## config.mk

```make
export PLATFORM = sky130hd
export DESIGN_NAME = mem_access_unit
export DESIGN_NICKNAME = d
export VERILOG_FILES = /design/src/rtl/mem_access_pkg.sv /design/src/rtl/store_buffer.sv /design/src/rtl/mem_access_unit.sv
export SDC_FILE = /design/constraint.sdc
export NUM_CORES = 1
export LEC_CHECK = 0
export ABC_AREA = 1
export CAP_MARGIN = 20
export CORE_ASPECT_RATIO = 1.1
export CORE_MARGIN = 1.5
export CORE_UTILIZATION = 49
export DETAILED_ROUTE_END_ITERATION = 8
export PLACE_DENSITY = 0.76
export SETUP_SLACK_MARGIN = 0.15
export SYNTH_ARGS = -nofsm -noshare
export SYNTH_HDL_FRONTEND = slang
export SYNTH_HIERARCHICAL = 1
export SYNTH_SLANG_ARGS = --single-unit
```

## constraint.sdc

```tcl
create_clock -name clk -period 6.3 [get_ports clk]
set_clock_uncertainty 0.05 [all_clocks]
set_input_delay 1.26 -clock clk [delete_from_list [all_inputs] [get_ports clk]]
set_output_delay 1.26 -clock clk [all_outputs]
set_load 0.05 [all_outputs]
```

## src/rtl/mem_access_pkg.sv

```systemverilog
// Shared types and default sizing for the memory access unit.
package mem_access_pkg;

    localparam int DEF_ADDR_W   = 32;
    localparam int DEF_DATA_W   = 32;
    localparam int DEF_SB_DEPTH = 4;

    typedef struct packed {
        logic [DEF_ADDR_W-1:0] addr;
        logic [DEF_DATA_W-1:0] data;
    } sb_entry_t;

endpackage

```

## src/rtl/store_buffer.sv

```systemverilog
// In-order store buffer: circular FIFO that drains into the memory write port,
// plus the youngest-match lookup used to keep loads coherent with pending stores.
module store_buffer
    import mem_access_pkg::*;
#(
    parameter int SB_DEPTH = DEF_SB_DEPTH
) (
    input  logic                  clk,
    input  logic                  rst,
    input  logic                  i_push,
    input  logic [DEF_ADDR_W-1:0] i_addr,
    input  logic [DEF_DATA_W-1:0] i_data,
    input  logic                  i_hold,
    input  logic [DEF_ADDR_W-1:0] i_ld_addr,
    output logic                  o_st_ready,
    output logic                  o_empty,
    output logic                  o_wr_en,
    output logic [DEF_ADDR_W-1:0] o_wr_addr,
    output logic [DEF_DATA_W-1:0] o_wr_data,
    output logic                  o_match,
    output logic [DEF_DATA_W-1:0] o_match_data
);

    localparam int PTR_W = $clog2(SB_DEPTH);
    localparam int CNT_W = PTR_W + 1;

    logic [PTR_W-1:0] r_head;
    logic [PTR_W-1:0] r_tail;
    logic [CNT_W-1:0] r_count;
    sb_entry_t        r_entries [SB_DEPTH];

    logic w_full;
    logic w_push;
    logic w_pop;

    assign w_full     = (r_count == CNT_W'(SB_DEPTH));
    assign o_empty    = (r_count == '0);
    assign o_st_ready = !w_full;
    assign w_push     = i_push && !w_full;
    assign w_pop      = !o_empty && !i_hold;

    // NOTE: sequential state uses non-blocking assignments so every register samples pre-edge values.
    always_ff @(posedge clk or posedge rst) begin
        if (rst) begin
            r_head  <= '0;
            r_tail  <= '0;
            r_count <= '0;
        end else begin
            if (w_push) r_tail <= r_tail + 1'b1;
            if (w_pop)  r_head <= r_head + 1'b1;
            if (w_push && !w_pop)      r_count <= r_count + 1'b1;
            else if (!w_push && w_pop) r_count <= r_count - 1'b1;
        end
    end

    // NOTE: entry storage has no reset; validity comes solely from the count, so stale data is never observed.
    always_ff @(posedge clk) begin
        if (w_push) r_entries[r_tail] <= '{addr: i_addr, data: i_data};
    end

    assign o_wr_en   = w_pop;
    assign o_wr_addr = o_empty ? '0 : r_entries[r_head].addr;
    assign o_wr_data = o_empty ? '0 : r_entries[r_head].data;

    // Walk from oldest to youngest so the last hit wins; the draining head is still included.
    // NOTE: outputs get defaults before the loop so no latch is inferred.
    always_comb begin
        o_match      = 1'b0;
        o_match_data = '0;
        for (int i = 0; i < SB_DEPTH; i++) begin
            if ((CNT_W'(i) < r_count) &&
                (r_entries[r_head + PTR_W'(i)].addr == i_ld_addr)) begin
                o_match      = 1'b1;
                o_match_data = r_entries[r_head + PTR_W'(i)].data;
            end
        end
    end

endmodule

```

## src/rtl/mem_access_unit.sv

```systemverilog
// CPU main-memory initiator: fetch/load read ports, store buffer drain, registered responses.
// MEM_ACCESS_STORE_FORWARD_EN: forward buffered store data to loads instead of stalling them.
module mem_access_unit
    import mem_access_pkg::*;
#(
    parameter int ADDR_W   = DEF_ADDR_W,
    parameter int DATA_W   = DEF_DATA_W,
    parameter int SB_DEPTH = DEF_SB_DEPTH
) (
    input  logic              clk,
    input  logic              rst,
    input  logic              fetch_valid,
    input  logic [ADDR_W-1:0] fetch_addr,
    output logic              fetch_rsp_valid,
    output logic [DATA_W-1:0] fetch_rsp_data,
    input  logic              ld_valid,
    output logic              ld_ready,
    input  logic [ADDR_W-1:0] ld_addr,
    output logic              ld_rsp_valid,
    output logic [DATA_W-1:0] ld_rsp_data,
    input  logic              st_valid,
    output logic              st_ready,
    input  logic [ADDR_W-1:0] st_addr,
    input  logic [DATA_W-1:0] st_data,
    input  logic              sb_hold,
    output logic              sb_empty,
    output logic [ADDR_W-1:0] mem_read_address_0,
    output logic [ADDR_W-1:0] mem_read_address_1,
    input  logic [DATA_W-1:0] mem_read_data_0,
    input  logic [DATA_W-1:0] mem_read_data_1,
    output logic [ADDR_W-1:0] mem_write_address,
    output logic [DATA_W-1:0] mem_write_data,
    output logic              mem_write_enable
);

    logic              w_match;
    logic [DATA_W-1:0] w_match_data;
    logic              w_ld_fire;
    logic [DATA_W-1:0] w_ld_data;

    logic              r_fetch_valid;
    logic [DATA_W-1:0] r_fetch_data;
    logic              r_ld_valid;
    logic [DATA_W-1:0] r_ld_data;

    store_buffer #(
        .SB_DEPTH (SB_DEPTH)
    ) u_store_buffer (
        .clk          (clk),
        .rst          (rst),
        .i_push       (st_valid),
        .i_addr       (st_addr),
        .i_data       (st_data),
        .i_hold       (sb_hold),
        .i_ld_addr    (ld_addr),
        .o_st_ready   (st_ready),
        .o_empty      (sb_empty),
        .o_wr_en      (mem_write_enable),
        .o_wr_addr    (mem_write_address),
        .o_wr_data    (mem_write_data),
        .o_match      (w_match),
        .o_match_data (w_match_data)
    );

    assign mem_read_address_0 = fetch_addr;
    assign mem_read_address_1 = ld_addr;

`ifdef MEM_ACCESS_STORE_FORWARD_EN
    assign ld_ready  = 1'b1;
    assign w_ld_data = w_match ? w_match_data : mem_read_data_1;
`else
    // A pending store to the same word blocks the load until it has drained.
    assign ld_ready  = !w_match;
    assign w_ld_data = mem_read_data_1;
`endif

    assign w_ld_fire = ld_valid && ld_ready;

    always_ff @(posedge clk or posedge rst) begin
        if (rst) begin
            r_fetch_valid <= 1'b0;
            r_fetch_data  <= '0;
            r_ld_valid    <= 1'b0;
            r_ld_data     <= '0;
        end else begin
            r_fetch_valid <= fetch_valid;
            r_ld_valid    <= w_ld_fire;
            if (fetch_valid) r_fetch_data <= mem_read_data_0;
            if (w_ld_fire)   r_ld_data    <= w_ld_data;
        end
    end

    assign fetch_rsp_valid = r_fetch_valid;
    assign fetch_rsp_data  = r_fetch_data;
    assign ld_rsp_valid    = r_ld_valid;
    assign ld_rsp_data     = r_ld_data;

endmodule

```

======== Word level (Yosys, flattened, before mapping) ========
Memory sizes are Yosys's and may differ from the RTL's.
Cells that the tools add are included.
cells by class
  eq/ne operators ......................... 5
  muxes and demuxes ....................... 10
  reductions and logical operators ........ 17
  add/subtract/negate cells ............... 6
  order comparisons ....................... 4
operators by type and width
  cell                                                count
  equality test 32 bit                                4
  two-way mux 32 bit                                  2
  logical AND 1 bit                                   9
  zero test 1 bit                                     6
  < comparator 1 x 3 -> 1 bit (first input constant)  2
  < comparator 2 x 3 -> 1 bit (first input constant)  2
  two-way mux 1 bit                                   6
  two-way mux 3 bit                                   2
  adder 2 x 1 -> 2 bit (second input constant)        2
  adder 2 bit (second input constant)                 2
  adder 3 x 1 -> 3 bit (second input constant)        1
  equality test 3 bit (second input constant)         1
  zero test 3 bit                                     1
  subtractor 3 x 1 -> 3 bit (second input constant)   1
  nonzero test 2 bit                                  1
word-level totals
  output and inout bits ................... 198
  bits in registers ....................... 73
  bits of input ports ..................... 198
  memories ................................ 1
  RAM bits ................................ 256
  word-level logic and storage cells ...... 50
memories
  name                      words  bits a word  read ports  clocked after Yosys merged registers in  wr ports  line                text
  u_store_buffer.r_entries  4      64           4           0                                        1         store_buffer.sv:30  sb_entry_t r_entries [SB_DEPTH];

======== Longest topological paths before layout ========
An unclocked memory read counts as a cell.
  word-level depth ........................ 9
  depth in mapped cells ................... 24
  gate-level depth less buffers ........... 18

======== By module ========
The synthesis kept the hierarchy.
by module, submodules not included
  module           sequential area each (um^2)  area an instance (um^2)  instances  cells an instance
  store_buffer     7862.5                       18311.3                  1          2592
  mem_access_unit  1651.6                       3101.7                   1          343

======== Worst setup path before layout ========
OpenSTA, ideal clock, no wires.
  path type ............................... input -> register
  start ................................... in st_valid
  end ..................................... mem u_store_buffer/r_entries[0][0] (netlist bit) (enable)
  library setup time ...................... 0.487 ns
  data arrival time ....................... 4.108 ns
  cell stages on the path ................. 2
  path slack .............................. 1.655 ns
  buffers on the path ..................... 0
  data required time ...................... 5.763 ns
  cells stage by stage .................... nand2_1 > nor2_1
between the ends
  cells in the longest elaborated chain, start to end .. 3
RTL lines
  element                                  line                   text
  start: declaration                       mem_access_unit.sv:21  input logic st_valid,
  logical AND 1 bit                        store_buffer.sv:39     assign w_push = i_push && !w_full;
  two-way mux 1 bit                        store_buffer.sv:58     if (w_push) r_entries[r_tail] <= '{addr: i_addr, data: i_data};
  two-way mux 1 bit (not written as such)  store_buffer.sv:58
  end: declaration                         store_buffer.sv:30
No other way between the ends.

======== Worst setup path after layout ========
  start ................................... reg u_store_buffer.r_head[0]
  end ..................................... out ld_ready
between the ends
  cells in the longest elaborated chain, start to end .. 8
  elaborated cells between the ends (all ways) .. 17
  classes of those cells .................. add/sub: 3; eq/ne: 4; mux: 4; reduce/logical: 5; memory: 1
RTL lines
  element                                                      line                                    text
  start: declaration                                           store_buffer.sv:27                      logic [PTR_W-1:0] r_head;
  start signal: assignment                                     store_buffer.sv:50                      if (w_pop) r_head <= r_head + 1'b1;
  adder 2 x 1 -> 2 bit or memory (4 x 64 bit) (tied branches)  n/a
  memory (4 x 64 bit) *                                        n/a
  equality test 32 bit or logical AND 1 bit (tied branches)    store_buffer.sv:72, store_buffer.sv:71
  logical AND 1 bit or two-way mux 1 bit (tied branches)       store_buffer.sv:71                      if ((CNT_W'(i) < r_count) &&
  two-way mux 1 bit (2 in a row)                               store_buffer.sv:71
  two-way mux 1 bit *                                          store_buffer.sv:71
  named net w_match                                            mem_access_unit.sv:36                   logic w_match;
  zero test 1 bit *                                            mem_access_unit.sv:73                   assign ld_ready = !w_match;
  end: declaration                                             mem_access_unit.sv:17                   output logic ld_ready,
The timed path passes the listed nets; every way through them passes the cells marked *.

==> run metrics <==
GR Overflow Total 0; core area 0.03644 mm²; FF+latch area 0.009519 mm²; Post-Route WL 54.38 mm; measured slew at the worst slew-check pin 0.8909 ns; synth warn 6; DIE WIDTH 186.9 µm; Post-CTS Resized 0; Syn Area/Cell 8.196 µm²; crit start category flip-flop; Post-CTS Hold Fix Bufs 0; PortBufs 331; DP Wirelength 38.30 mm; routed len/inst 18.45 µm; Post-DP Area 0.02116 mm²; number of routed nets with antenna violations 0; vias in the first global route 14668; Highest Clock Rate ~190 MHz; Setup TNS 0 ns; clock slew at reported path FFs roughly 0.06 ns; area of the die 0.03837 mm²; Tot GR Track Use 0.2777; TritonRoute pass-1 iters 7; Leak approximately 10 nW; Final #Nets 2636; Vias/cell 5.271; routability-driven placement congestion ratio 1.029; root buf cell clkbuf_16; maximum root-to-sink buffer count 3; Fin. Hold Viols 0; CTS tree yes; post-CTS setup buffers 0; # DRC 0; min cycle time layout 5.348 ns; hold crit path type reg -> reg; fin area 0.02228 mm²; first-pass GRT wire length 81.65 mm; clock sinks 329; Starting Density 0.5002; area of the multi-input gates 0.006684 mm²; max_cap viols 0; post-synth net total 2431; critical path class reg -> out; Post-Syn Area 0.01823 mm²; cts bufs inserted 35; pin count of the biggest net entering global routing 89; synthesized instance count 2224; Pwr Density between 500 and 600 mW/mm²; non-filler cells, final 2948; I/O pins 396; post-placement cell count 2879; VDD IR max 0.0005208 V; vias 15540; relative slew slack 0.4060; ratio of cells with drive above 1 in the final layout 0.03909; Area Growth Syn to Fin 22.23%; clock latency on the worst-skew pair 0.55 ns; unrepaired setup endpoints after global routing no; die height 205.3 µm; fin crit share 0.8489; status finished, final reports clean; max-slew violations 0; Critical Path Sink Type primary output; Max FO, Critical Path 66; antenna violations before repair 6; Worst EP arrival 4.04 ns; row count 73; fillers ~3000; # setup viols final 0; required time worst endpoint about 5.0 ns; htree depth 2; first-iteration detailed-routing DRC count 1416
-- layout make-up --
type / instances / share of cell area
timing repair buffer: 352 / 0.1585
clock buffer: 50 / 0.04279
antenna: 5 / 0.0005616
clock inverter: 14 / 0.007020
sequential: 329 / 0.4272
tap: 487 / 0.02735
inverter: 216 / 0.03656
multi-input combinational: 1495 / 0.3000
-- cells in the final DEF (no fill, tap or decap), drive strengths merged --
| cell | n |
|---|---|
| nor3 | 4 |
| xnor2 | 1 |
| clkinv | 11 |
| nand3 | 128 |
| nand2 | 847 |
| o21ai | 257 |
| a21boi | 1 |
| xor2 | 26 |
| edfxtp | 256 |
| nor2 | 137 |
| clkbuf | 50 |
| a21o | 1 |
| clkdlybuf4s50 | 330 |
| a21oi | 5 |
| dfrtp | 73 |
| inv | 216 |
| o211ai | 52 |
| a31oi | 1 |
| mux2i | 5 |
| ha | 9 |
| bufinv | 3 |
| or2 | 9 |
| nand3b | 1 |
| buf | 22 |
| diode | 5 |
| o22ai | 6 |
| nand4 | 4 |
| a22o | 1 |
-- worst max-delay path: stages (launching register included) --
cell,delay [ns]
dfrtp_4,0.81
buf_4,0.62
o21ai_0,0.18
o21ai_0,0.69
nand2_1,0.16
nand2_1,0.10
nor2_1,0.04
nand2_1,0.06
nor2_1,0.05
nand2_1,0.13
nor2_1,0.05
nand2_1,0.07
nand4_1,0.20
inv_2,0.14
buf_12,0.14
-- registers in the layout, indices dropped and copies added (netlist names) --
register and flops:
fetch_rsp_data 32, fetch_rsp_valid 1, ld_rsp_data 32, ld_rsp_valid 1, u_store_buffer/r_count 3, u_store_buffer/r_entries 256, u_store_buffer/r_head 2, u_store_buffer/r_tail 2
-- where the power goes --
group	switching [mW]	total (mW)	leakage, nW	internal, mW
logic	4.83	6.79	5.96	1.95
clock network	0.833	2.02	0.542	1.18
registers	0.215	2.99	3.23	2.78
total	5.88	11.8	9.73	5.91
-- per-stage QoR --
stage               setup slack, ns  utilization  hold WS, ns  total power, mW
finish                       0.9520       0.6114       0.4199            11.79
global placement              1.563       0.5800       0.4044            9.610
detailed placement            1.559       0.5806       0.4074            9.728
floorplan                     1.655            -       0.4643            7.828
CTS                           1.041       0.6110       0.4226            11.80
global route                 0.7541       0.6111       0.4490            12.48
-- path summary, 6_finish.rpt --
kind                                          start                   endpoint  slack, ns  cells past startpoint
setup / recovery           u_store_buffer/r_head[0]                   ld_ready       0.95                     14
hold / removal                       ld_rsp_data[4]             ld_rsp_data[4]       0.42                      2
setup reg to reg           u_store_buffer/r_head[0]            ld_rsp_data[24]       1.87                     17
hold reg to reg                      ld_rsp_data[4]             ld_rsp_data[4]       0.42                      2
max in group asynchronous                       rst             ld_rsp_data[4]       4.26                      3
min in group asynchronous                       rst  u_store_buffer/r_count[0]       1.08                      2
-- metal layers --
layer / up-vias / routed length [µm] / global-route usage
met5: - / 27 / 0
met4: 4 / 2377 / 0.1259
met3: 128 / 4158 / 0.06294
met2: 681 / 25940 / 0.4650
met1: 7179 / 21880 / 0.3446
li1: 7548 / - / -
Note: power is estimated with default switching activity, not from simulation.
